<file path="config.mk">
export PLATFORM = sky130hd
export DESIGN_NAME = dht_single_wire_reader_flat
export DESIGN_NICKNAME = d
export VERILOG_FILES = /design/src/rtl/dht_single_wire_reader_pkg.sv /design/src/rtl/dht_single_wire_reader_if.sv /design/src/rtl/dht_single_wire_reader_line_sync.sv /design/src/rtl/dht_single_wire_reader.sv /design/src/flat_wrapper.sv
export SDC_FILE = /design/constraint.sdc
export NUM_CORES = 1
export LEC_CHECK = 0
export ABC_AREA = 1
export ABC_CLOCK_PERIOD_IN_PS = 4460
export CORE_MARGIN = 2
export CORE_UTILIZATION = 44
export DETAILED_ROUTE_END_ITERATION = 6
export SLEW_MARGIN = 10
export SYNTH_ARGS = -nofsm -noshare
export SYNTH_HDL_FRONTEND = slang
export SYNTH_SLANG_ARGS = --single-unit
</file>
<file path="constraint.sdc">
create_clock -name clk -period 4.46 [get_ports clk]
set_input_delay 0.892 -clock clk [delete_from_list [all_inputs] [get_ports clk]]
set_output_delay 0.892 -clock clk [all_outputs]
set_load 0.02 [all_outputs]
</file>
<file path="src/rtl/dht_single_wire_reader_pkg.sv">
// Shared types and helpers for the single-wire humidity/temperature reader.
//   dht_state_e   : reader FSM states
//   FRAME_BITS    : sensor frame length (4 data bytes + checksum)
//   us_to_cycles  : clock cycles per microsecond, never less than 1
package dht_pkg;

  localparam int FRAME_BITS = 40;

  typedef enum logic [3:0] {
    IDLE,
    START,
    WAIT_ACK,
    ACK_LOW,
    ACK_HIGH,
    BIT_LOW,
    BIT_HIGH,
    CHECK,
    FINISH
  } dht_state_e;

  function automatic int unsigned us_to_cycles(input int unsigned clk_hz);
    return (clk_hz < 32'd1000000) ? 32'd1 : clk_hz / 32'd1000000;
  endfunction

endpackage

</file>
<file path="src/rtl/dht_single_wire_reader_if.sv">
// Request/result bus between the system controller and the reader.
//   start   : one-cycle read request (controller -> reader)
//   busy    : transaction in progress
//   done    : one-cycle end-of-transaction pulse
//   valid / chk_err / tmo_err : held status of the last transaction
//   hum_hi, hum_lo, tmp_hi, tmp_lo, chksum : frame bytes 0..4
interface dht_single_wire_reader_if;
  logic       start;
  logic       busy;
  logic       done;
  logic       valid;
  logic       chk_err;
  logic       tmo_err;
  logic [7:0] hum_hi;
  logic [7:0] hum_lo;
  logic [7:0] tmp_hi;
  logic [7:0] tmp_lo;
  logic [7:0] chksum;

  modport master (
    output start,
    input  busy, done, valid, chk_err, tmo_err,
    input  hum_hi, hum_lo, tmp_hi, tmp_lo, chksum
  );

  modport slave (
    input  start,
    output busy, done, valid, chk_err, tmo_err,
    output hum_hi, hum_lo, tmp_hi, tmp_lo, chksum
  );
endinterface

</file>
<file path="src/rtl/dht_single_wire_reader_line_sync.sv">
// Synchroniser and edge detector for the asynchronous sensor line.
//   clk, rst  : clock, asynchronous active-low reset
//   i_dq      : raw line level
//   o_rise    : synchronised line went 0 -> 1 this cycle
//   o_fall    : synchronised line went 1 -> 0 this cycle
module dht_line_sync #(
  parameter int SYNC_STAGES = 2
) (
  input  logic clk,
  input  logic rst,
  input  logic i_dq,
  output logic o_rise,
  output logic o_fall
);

  // Reset to 1: the idle line is pulled up, so no spurious edge after reset.
  logic [SYNC_STAGES-1:0] r_sync;
  logic                   r_prev;
  logic                   w_lvl;

  always_ff @(posedge clk or negedge rst) begin
    if (!rst) begin
      r_sync <= '1;
      r_prev <= 1'b1;
    end else begin
      r_sync <= {r_sync[SYNC_STAGES-2:0], i_dq};
      r_prev <= r_sync[SYNC_STAGES-1];
    end
  end

  assign w_lvl  = r_sync[SYNC_STAGES-1];
  assign o_rise =  w_lvl & ~r_prev;
  assign o_fall = ~w_lvl &  r_prev;

endmodule

</file>
<file path="src/rtl/dht_single_wire_reader.sv">
// Single-wire DHT11/DHT22 reader: start pulse, response timing, 40-bit
// MSB-first frame decode, checksum check and timeout detection.
//   clk, rst  : clock, asynchronous active-low reset
//   i_dq_in   : raw line level from the pad
//   o_dq_oe   : 1 = pull line low, 0 = release
//   bus       : controller request/result bus (slave side)
module dht_single_wire_reader
  import dht_pkg::*;
#(
  parameter int unsigned CLK_HZ        = 50000000,
  parameter int          START_LOW_US  = 18000,
  parameter int          TIMEOUT_US    = 200,
  parameter int          BIT_THRESH_US = 50,
  parameter int          SYNC_STAGES   = 2
) (
  input  logic                      clk,
  input  logic                      rst,
  input  logic                      i_dq_in,
  output logic                      o_dq_oe,
  dht_single_wire_reader_if.slave   bus
);

  localparam int unsigned DIV = us_to_cycles(CLK_HZ);
  localparam int          PW  = (DIV > 1) ? $clog2(DIV) : 1;

  localparam logic [15:0] C_START  = 16'(START_LOW_US);
  localparam logic [15:0] C_TMO    = 16'(TIMEOUT_US);
  localparam logic [15:0] C_THRESH = 16'(BIT_THRESH_US);
  localparam logic [5:0]  C_LAST   = 6'(FRAME_BITS - 1);

  dht_state_e r_state, w_state_d;

  logic [PW-1:0]         r_pre;
  logic                  w_tick;
  logic [15:0]           r_cnt;
  logic [5:0]            r_idx;
  logic [FRAME_BITS-1:0] r_shift;
  logic [FRAME_BITS-1:0] r_data;
  logic                  r_oe, r_busy, r_done, r_valid, r_chk, r_tmo;

  logic w_rise, w_fall;
  logic w_accept, w_tmo, w_bit_ev, w_clr_idx, w_waiting;
  logic w_bit;
  logic [7:0] w_sum;
  logic       w_sum_ok;

  dht_line_sync #(.SYNC_STAGES(SYNC_STAGES)) u_sync (
    .clk    (clk),
    .rst    (rst),
    .i_dq   (i_dq_in),
    .o_rise (w_rise),
    .o_fall (w_fall)
  );

  // Free-running microsecond prescaler.
  assign w_tick = (r_pre == PW'(DIV - 1));

  always_ff @(posedge clk or negedge rst) begin
    if (!rst)        r_pre <= '0;
    else if (w_tick) r_pre <= '0;
    else             r_pre <= r_pre + 1'b1;
  end

  // State register.
  always_ff @(posedge clk or negedge rst) begin
    if (!rst) r_state <= IDLE;
    else      r_state <= w_state_d;
  end

  // Next state and per-cycle actions.
  always_comb begin
    w_state_d = r_state;
    w_accept  = 1'b0;
    w_tmo     = 1'b0;
    w_bit_ev  = 1'b0;
    w_clr_idx = 1'b0;
    w_waiting = 1'b0;
    unique case (r_state)
      IDLE:     if (bus.start) begin
                  w_accept  = 1'b1;
                  w_state_d = START;
                end
      START:    if (r_cnt == C_START) w_state_d = WAIT_ACK;
      WAIT_ACK: begin
                  w_waiting = 1'b1;
                  if (w_fall) w_state_d = ACK_LOW;
                end
      ACK_LOW:  begin
                  w_waiting = 1'b1;
                  if (w_rise) w_state_d = ACK_HIGH;
                end
      ACK_HIGH: begin
                  w_waiting = 1'b1;
                  if (w_fall) begin
                    w_clr_idx = 1'b1;
                    w_state_d = BIT_LOW;
                  end
                end
      BIT_LOW:  begin
                  w_waiting = 1'b1;
                  if (w_rise) w_state_d = BIT_HIGH;
                end
      BIT_HIGH: begin
                  w_waiting = 1'b1;
                  if (w_fall) begin
                    w_bit_ev  = 1'b1;
                    w_state_d = (r_idx == C_LAST) ? CHECK : BIT_LOW;
                  end
                end
      CHECK:    w_state_d = FINISH;
      FINISH:   w_state_d = IDLE;
      default:  w_state_d = IDLE;
    endcase
    // Timeout overrides any edge seen in the same cycle.
    if (w_waiting && (r_cnt >= C_TMO)) begin
      w_tmo     = 1'b1;
      w_bit_ev  = 1'b0;
      w_clr_idx = 1'b0;
      w_state_d = FINISH;
    end
  end

  // Microsecond counter, restarted on every state change.
  always_ff @(posedge clk or negedge rst) begin
    if (!rst)                      r_cnt <= '0;
    else if (w_state_d != r_state) r_cnt <= '0;
    else if (w_tick)               r_cnt <= r_cnt + 16'd1;
  end

  assign w_bit    = (r_cnt > C_THRESH);
  assign w_sum    = r_shift[39:32] + r_shift[31:24] + r_shift[23:16] + r_shift[15:8];
  assign w_sum_ok = (w_sum == r_shift[7:0]);

  // Frame shift register and bit index.
  always_ff @(posedge clk or negedge rst) begin
    if (!rst) begin
      r_idx   <= '0;
      r_shift <= '0;
    end else if (w_clr_idx) begin
      r_idx   <= '0;
    end else if (w_bit_ev) begin
      r_idx   <= r_idx + 6'd1;
      r_shift <= {r_shift[FRAME_BITS-2:0], w_bit};
    end
  end

  // Line drive, handshake and held results.
  always_ff @(posedge clk or negedge rst) begin
    if (!rst) begin
      r_oe    <= 1'b0;
      r_busy  <= 1'b0;
      r_done  <= 1'b0;
      r_valid <= 1'b0;
      r_chk   <= 1'b0;
      r_tmo   <= 1'b0;
      r_data  <= '0;
    end else begin
      r_oe   <= (w_state_d == START);
      r_done <= (w_state_d == FINISH);
      if (w_accept) begin
        r_busy  <= 1'b1;
        r_valid <= 1'b0;
        r_chk   <= 1'b0;
        r_tmo   <= 1'b0;
      end
      if (r_state == FINISH) r_busy <= 1'b0;
      if (w_tmo)             r_tmo  <= 1'b1;
      if (r_state == CHECK) begin
        r_valid <= w_sum_ok;
        r_chk   <= ~w_sum_ok;
        r_data  <= r_shift;
      end
    end
  end

  assign o_dq_oe     = r_oe;
  assign bus.busy    = r_busy;
  assign bus.done    = r_done;
  assign bus.valid   = r_valid;
  assign bus.chk_err = r_chk;
  assign bus.tmo_err = r_tmo;
  assign bus.hum_hi  = r_data[39:32];
  assign bus.hum_lo  = r_data[31:24];
  assign bus.tmp_hi  = r_data[23:16];
  assign bus.tmp_lo  = r_data[15:8];
  assign bus.chksum  = r_data[7:0];

endmodule

</file>
<file path="src/flat_wrapper.sv">
// flat-port wrapper written by rule: the top's interface ports become plain ports
module dht_single_wire_reader_flat import dht_pkg::*;
#(
  parameter int unsigned CLK_HZ        = 50000000,
  parameter int          START_LOW_US  = 18000,
  parameter int          TIMEOUT_US    = 200,
  parameter int          BIT_THRESH_US = 50,
  parameter int          SYNC_STAGES   = 2
)
  (clk, rst, i_dq_in, o_dq_oe, bus_start, bus_busy, bus_done, bus_valid, bus_chk_err, bus_tmo_err, bus_hum_hi, bus_hum_lo, bus_tmp_hi, bus_tmp_lo, bus_chksum);
  dht_single_wire_reader_if bus_i ();
  input  logic clk;
  input  logic rst;
  input  logic i_dq_in;
  output logic o_dq_oe;
  input wire logic [$bits(bus_i.start)-1:0] bus_start;
  output wire logic [$bits(bus_i.busy)-1:0] bus_busy;
  output wire logic [$bits(bus_i.done)-1:0] bus_done;
  output wire logic [$bits(bus_i.valid)-1:0] bus_valid;
  output wire logic [$bits(bus_i.chk_err)-1:0] bus_chk_err;
  output wire logic [$bits(bus_i.tmo_err)-1:0] bus_tmo_err;
  output wire logic [$bits(bus_i.hum_hi)-1:0] bus_hum_hi;
  output wire logic [$bits(bus_i.hum_lo)-1:0] bus_hum_lo;
  output wire logic [$bits(bus_i.tmp_hi)-1:0] bus_tmp_hi;
  output wire logic [$bits(bus_i.tmp_lo)-1:0] bus_tmp_lo;
  output wire logic [$bits(bus_i.chksum)-1:0] bus_chksum;
  assign bus_i.start = bus_start;
  assign bus_busy = bus_i.busy;
  assign bus_done = bus_i.done;
  assign bus_valid = bus_i.valid;
  assign bus_chk_err = bus_i.chk_err;
  assign bus_tmo_err = bus_i.tmo_err;
  assign bus_hum_hi = bus_i.hum_hi;
  assign bus_hum_lo = bus_i.hum_lo;
  assign bus_tmp_hi = bus_i.tmp_hi;
  assign bus_tmp_lo = bus_i.tmp_lo;
  assign bus_chksum = bus_i.chksum;
  dht_single_wire_reader #(.CLK_HZ(CLK_HZ), .START_LOW_US(START_LOW_US), .TIMEOUT_US(TIMEOUT_US), .BIT_THRESH_US(BIT_THRESH_US), .SYNC_STAGES(SYNC_STAGES)) u_core (.clk(clk), .rst(rst), .i_dq_in(i_dq_in), .o_dq_oe(o_dq_oe), .bus(bus_i));
endmodule
</file>
==> impl_metrics.csv <==
group,metric,value,unit
global_routing,grt_pass1_vias,4435,
cells_and_area,drive_above_1_share,9.203,%
sta,clock.fmax,0.3214,GHz
die,die-area,14440,um^2
hold_path,min_path_type,"reg2reg",
die,die_x,120.2,um
global_routing,grt_max_degree,66,
pwr,p_leak,0.003343,uW
routing,drcViolationCount,0,
critical_path,crit_path_top_delay_cell,"fa_1",
cells_and_area,area_growth,21.34,%
clock_tree,cts_root_buffer,"clkbuf_16",
routing,vias_per_cell,4.848,
synth,yosysWarnings,0,
critical_path,worst-path-buf-inv,3,
critical_path,end_kind,"flop",
placement,dp_hpwl,8570,um
sta,hold_slack,360.1,ps
critical_path,cp-start-kind,"flop",
pwr,peakVddDrop,0.2426,mV
synth,netlist_instances,664,
die,ios,50,
die,core-area,13190,um^2
placement,gp_congestion,0.8615,
sta,setup_viol,0,
synth,synth_edf_count,0,
synth,avgSynthCellArea,8.943,um^2
synth,yosysMostFrequentCell,"nand2_1",
routing,wl_per_cell,13.56,um
synth,ys_seq_area_share,51.05,%
routing,drt_wl_total,12260,um
clock_tree,cts.sinks,121,
cells_and_area,fillers,1194,
job,max_cap_violations,0,
global_routing,gr-total-overflow,0,
sta,period_share,69.76,%
synth,synth.cell_area,5938,um^2
routing,dr.pass1.iters,5,
critical_path,critical_path.max_fanout,3,
synth,synth_top_cell_by_area,"dfrtp_1",
synth,netlist.area_leader.share,49.73,%
pwr,p_per_area,360.8,nW/um^2
clock_tree,cts_tree,"done",
sta,period_needed,3112,ps
critical_path,cpPeakStageDelay,540,ps
sta,tightestPinTransition,960.4,ps
synth,synth_common_cells,"nand2_1, dfrtp_1, inv_1",
global_routing,grt_first_pass_wirelength,21110,um
sta,slew_violations,0,
synth,synth_nets,694,
clock_tree,clk_latency,420,ps
die,die_height,120.2,um
synth,ys.flop_type,"dfrtp_1",
die,initial_core_util,45.02,%
critical_path,worst_ep_arrival_time,3420,ps
synth,yosysUniqueCellTypes,35,
cells_and_area,fin_area,7206,um^2
placement,placed_area,6585,um^2
routing,ant_nets,0,
synth,ys_async_sr_fraction,100.0,%
synth,synth.area.top_cells,"dfrtp_1, nand2_1, o21ai_0, inv_1, fa_1",
critical_path,worstPathRequired,4770,ps
clock_tree,cts_hold_buf,0,
placement,portBuffers,49,
sta,rsz0062_at_grt,"false",
routing,drtIter0Drc,444,
clock_tree,cts_setup_buffers,0,
cells_and_area,finalNetCount,745,
routing,dr_total_vias,4383,
critical_path,crit_chain,"fa_1 -> inv_1 -> fa_1 -> inv_1 -> ha_1 -> fa_1 -> xor2_1 -> nor2_1 -> nand2_1 -> nor2_1 -> nand2_1 -> nor2_1 -> nand3_1 -> nand2_1 -> inv_1",
synth,ys_ff_latch,121,
sta,hold_viol,0,
clock_tree,cts.clk_slew.worst_paths,60,ps
clock_tree,ctsResizeCount,0,
clock_tree,htree_levels,4,
clock_tree,clk_path_buf_depth,2,
critical_path,cpLargestDelayFamily,"adder cells",
sta,setup_tns,0,ps
sta,finClkSkew,10.16,ps
clock_tree,numCtsBuffers,17,
critical_path,critical_path_class,"reg2reg",
global_routing,antenna_found_initial,0,
sta,maxSlewHeadroom,35.82,%
die,core.rowCount,42,
cells_and_area,diodes,0,
status,status,"finished clean",
global_routing,grt_use_total,18.67,%
-- cell usage in the layout, fill, tap and decap left out, types with 14 or more instances in the layout --
master	instances
inv_1	89
xor2_1	21
nor2_1	36
o21ai_0	87
fa_1	14
nand3_1	34
clkbuf_16	17
dfrtp_1	118
nand2_1	165
clkdlybuf4s50_1	48
-- layout make-up --
type | count | area (um^2) | area share [%]
clock inverter | 12 | 173.9 | 2.414
inverter | 90 | 337.8 | 4.688
sequential | 121 | 3032 | 42.07
tap | 176 | 220.2 | 3.056
timing repair buffer | 52 | 523.0 | 7.258
clock buffer | 20 | 446.7 | 6.199
multi-input combinational | 433 | 2472 | 34.31
-- sequential cells by signal, summed over array words and instances (netlist names) --
signal	count
u_core.r_shift	40
u_core.r_pre	6
u_core.o_dq_oe	1
u_core.u_sync.r_prev	1
u_core.r_idx	6
u_core.r_cnt	16
u_core.bus.done	1
u_core.bus.chk_err	1
u_core.u_sync.r_sync	2
u_core.bus.tmo_err	1
u_core.bus.busy	1
u_core.r_state	4
u_core.bus.valid	1
u_core.r_data	40
-- worst paths after layout --
check	startpoint	end	cells past startpoint	slack, ps
setup reg to reg	u_core.r_shift[9]$_DFFE_PN0P_	u_core.bus.chk_err$_DFFE_PN0P_	15	1350
hold / removal	u_core.u_sync.r_sync[0]$_DFF_PN1_	u_core.u_sync.r_sync[1]$_DFF_PN1_	0	360
hold reg to reg	u_core.u_sync.r_sync[0]$_DFF_PN1_	u_core.u_sync.r_sync[1]$_DFF_PN1_	0	360
min in group asynchronous	rst	u_core.r_cnt[15]$_DFFE_PN0P_	1	540
max in group asynchronous	rst	u_core.r_shift[26]$_DFFE_PN0P_	2	3100
setup / recovery	u_core.r_shift[9]$_DFFE_PN0P_	u_core.bus.chk_err$_DFFE_PN0P_	15	1350
-- power breakdown --
group	switching, uW	leakage [uW]	internal, uW
clock	483	0.000292	946
sequential	2.88	0.00165	1100
combinational	49.2	0.00140	14.3
-- metal layers --
layer  vias to the layer above  routed length (um)  track usage [%]
met5                         -                   0                0
met2                        89                6007            30.36
met3                        15                 480            5.283
li1                       2199                   -                -
met1                      2080                5575            23.81
met4                         0                 194            6.985
-- stage by stage --
step	instances	util (%)	worst slack, ps	power [uW]
floorplan	664	-	1536	1160
global placement	872	49.92	1443	1191
detailed placement	872	49.92	1351	1192
CTS	904	54.63	1340	2633
global route	904	54.63	1129	2686
finish	904	54.63	1349	2600
-- logic make-up after synthesis --
family                     count (synthesis)  share of synthesized area, %
and+or+nand+nor                          278                         21.47
DFF                                      121                         51.05
buffers and inverters                    110                         7.353
AOI/OAI and AO/OA                        102                         8.850
xor gates and xnor gates                  26                         3.835
adders and majority gates                 26                         7.248
muxes                                      1                        0.1896
No activity file was read; power rests on OpenSTA's default activity.
==> patch (same flow settings) <==
The 9 states of `dht_state_e` get a one-hot encoding in 9 bits.
--- a/src/rtl/dht_single_wire_reader_pkg.sv
+++ b/src/rtl/dht_single_wire_reader_pkg.sv
@@ -8,12 +8,12 @@
 
-  typedef enum logic [3:0] {
-    IDLE,
-    START,
-    WAIT_ACK,
-    ACK_LOW,
-    ACK_HIGH,
-    BIT_LOW,
-    BIT_HIGH,
-    CHECK,
-    FINISH
+  typedef enum logic [8:0] {
+    IDLE     = 9'b000000001,
+    START    = 9'b000000010,
+    WAIT_ACK = 9'b000000100,
+    ACK_LOW  = 9'b000001000,
+    ACK_HIGH = 9'b000010000,
+    BIT_LOW  = 9'b000100000,
+    BIT_HIGH = 9'b001000000,
+    CHECK    = 9'b010000000,
+    FINISH   = 9'b100000000
   } dht_state_e;
Formal check against the unedited RTL: same outputs for any inputs over 10 cycles, from zero or initial values and one cycle with rst low; not proved beyond that.
==> patch against the original RTL <==
Worst hold slack got worse by 0.00069 ns. Synthesized area increased by 9.4%. Routed wire length increased by 19%. Via count increased by 16%. Sequential cell count increased by 5. Worst setup slack got worse by 0.11 ns. Cell area increased by 7.7%. Critical endpoint unchanged. Largest cell class unchanged.
Power is not compared: it rests on default switching activity, and its combinational part moved more than twofold at a synthesized area within 25%.
==> patch: results (changes against the original RTL) <==
final_net_count: 832  # was 745
drt_wl_total_mm: 14.6  # was 12.3 mm
grt_pass1_vias: 5061  # was 4435
root_buffer: "clkbuf_16"  # unchanged
async_flop_share: 1.00  # unchanged
crit_arrival_ns: 3.53  # was 3.42 ns
clkLatencyLatePin_ns: 0.42  # about the same
crit_slowest_cell: "fa_1"  # unchanged
worst_hold_path_type: "reg2reg"  # unchanged
cts_resized: 0  # unchanged
synth_nets: 780  # was 694
pre_cts_ws_ns: 1.23  # was 1.35 ns
clk_path_buf_depth: 2  # unchanged
num-fill-cells: 1349  # was 1194
synth_area_leaders: "dfrtp_1 47%, nand2_1 9.4%, o21ai_0 7.0%"  # was dfrtp_1 50%, nand2_1 10%, o21ai_0 7.3%
final_layout_size_suffix_gt1_frac: 0.0982  # was 0.0920
grt_start_max_net_pins: 81  # was 66
status: "complete, no violations"  # unchanged
cts_setup_buffers: 0  # unchanged
cts_buffers: 17  # unchanged
yosysSeqAreaShare: 0.486  # was 0.511
hpwl_mm: 10.3  # was 8.57 mm
reg_top3: "u_core.r_data x40, u_core.r_shift x40, u_core.r_cnt x16"  # unchanged
p_leak_nw: 3.50
portBuffers: 49  # unchanged
irDropWorstVdd_v: 0.000251
clkSlewWorstSetupHoldPaths_ns: 0.06  # about the same
n_antenna_cell: 0  # unchanged
yosys-top-cells-count: "162 x nand2_1, 122 x dfrtp_1, 91 x o21ai_0, 88 x inv_1, 65 x nor2_1"  # was 166 x nand2_1, 118 x dfrtp_1, 89 x inv_1, 87 x o21ai_0, 36 x nor2_1
crit_fanout: 3  # unchanged
synth_ff_type: "dfrtp_1"  # unchanged
yosysWarningCount: 0  # unchanged
grtUsageTotal: 0.198  # was 0.187
path_delay_family: "adder cells"  # unchanged
clock_skew_ns: 0.00826  # was 0.0102 ns
first_pass_iters: 5  # unchanged
critPathMaxStageDelay_ns: 0.54  # about the same
grt_pass1_wl_mm: 25.0  # was 21.1 mm
antenna_left: 0  # unchanged
antenna_found_initial: 0  # unchanged
ys_types: 33  # was 35
via_per_inst: 5.07  # was 4.85
worst_pin_slew_ns: 0.809  # was 0.960 ns
routabilityCongestion: 0.837  # was 0.862
htree_levels: 4  # unchanged
first_iter_violations: 413  # was 444
==> patch: changes by cell type after synthesis, moves of 4 or more <==
| cell | before | now |
|---|---|---|
| nand4_1 | 9 | 17 |
| nand2_1 | 166 | 162 |
| inv_2 | 1 | 8 |
| nor3_1 | 4 | 13 |
| o21ai_0 | 87 | 91 |
| nand3_1 | 34 | 44 |
| nor2_1 | 36 | 65 |
| xor2_1 | 21 | 25 |
| dfrtp_1 | 118 | 122 |
==> patch: worst register-to-register path, cell delays in order (launching register included) <==
cell and delay (ns):
dfrtp_1 0.42, fa_1 0.54, inv_1 0.05, fa_1 0.49
inv_1 0.04, ha_1 0.22, fa_1 0.40, nand3_1 0.11
nand2_1 0.08, nand2_1 0.06, nand2_1 0.05, a21oi_1 0.18
or2_2 0.16, nand2_1 0.05, nand2_1 0.05, nand3_1 0.10
nand2_1 0.07, inv_1 0.03
==> patch: area by class of cell <==
cell class,count,area [um2],area share
timing repair buffer,53,531,0.0684
clock inverter,10,129,0.0166
tap,184,230,0.0297
multi-input combinational,508,2880,0.371
sequential,126,3160,0.407
inverter,96,360,0.0464
clock buffer,22,474,0.0611
==> patch: layer usage <==
layer  GRT usage  wire (um)  vias to the layer above
li1            -          -                     2507
met1       0.263       6650                     2430
met2       0.318       7220                      118
met3      0.0531        541                       13
met4      0.0634        170                        0
met5           0          0                        -
==> patch: where the power goes <==
group | leakage, nW | switching [W] | total (W) | internal (W)
clock network | 0.292 | 0.000529 | 0.00141 | 0.000876
logic | 1.49 | 0.000243 | 0.000317 | 0.0000744
registers | 1.73 | 0.0000158 | 0.00118 | 0.00116
==> patch: per-stage QoR <==
stage                     hold slack [ns]  cell area [um2]   util  cells
after floorplan                     0.345             6500      -    750
after global placement              0.347             7160  0.494    967
after detailed placement            0.353             7160  0.494    967
after CTS                           0.361             7760  0.536    999
after global routing                0.370             7760  0.536    999
final                               0.359             7760  0.536    999
==> patch: cell families (layout without fill, tap and decap cells) <==
logic type               Yosys count  after routing  share of synthesized area
flip-flops                       126            126                      0.486
AND/OR/NAND/NOR                  337            337                      0.242
XOR/XNOR                          33             33                     0.0445
adder cells (fa/ha/maj)           26             26                     0.0662
AO/OA/AOI/OAI                    111            111                     0.0888
buffers and inverters            116            181                     0.0712
multiplexers                       1              1                    0.00173
==> patch: worst paths after layout <==
path	startpoint	to	slack, ns	cells past startpoint
worst max-delay path	u_core.r_shift[9]	u_core.bus.chk_err	1.24	17
worst min-delay path	u_core.u_sync.r_sync[0]	u_core.u_sync.r_sync[1]	0.36	0
worst max register to register	u_core.r_shift[9]	u_core.bus.chk_err	1.24	17
worst min register to register	u_core.u_sync.r_sync[0]	u_core.u_sync.r_sync[1]	0.36	0
max in group asynchronous	rst	u_core.r_shift[20]	3.04	2
min in group asynchronous	rst	u_core.r_cnt[4]	0.57	1
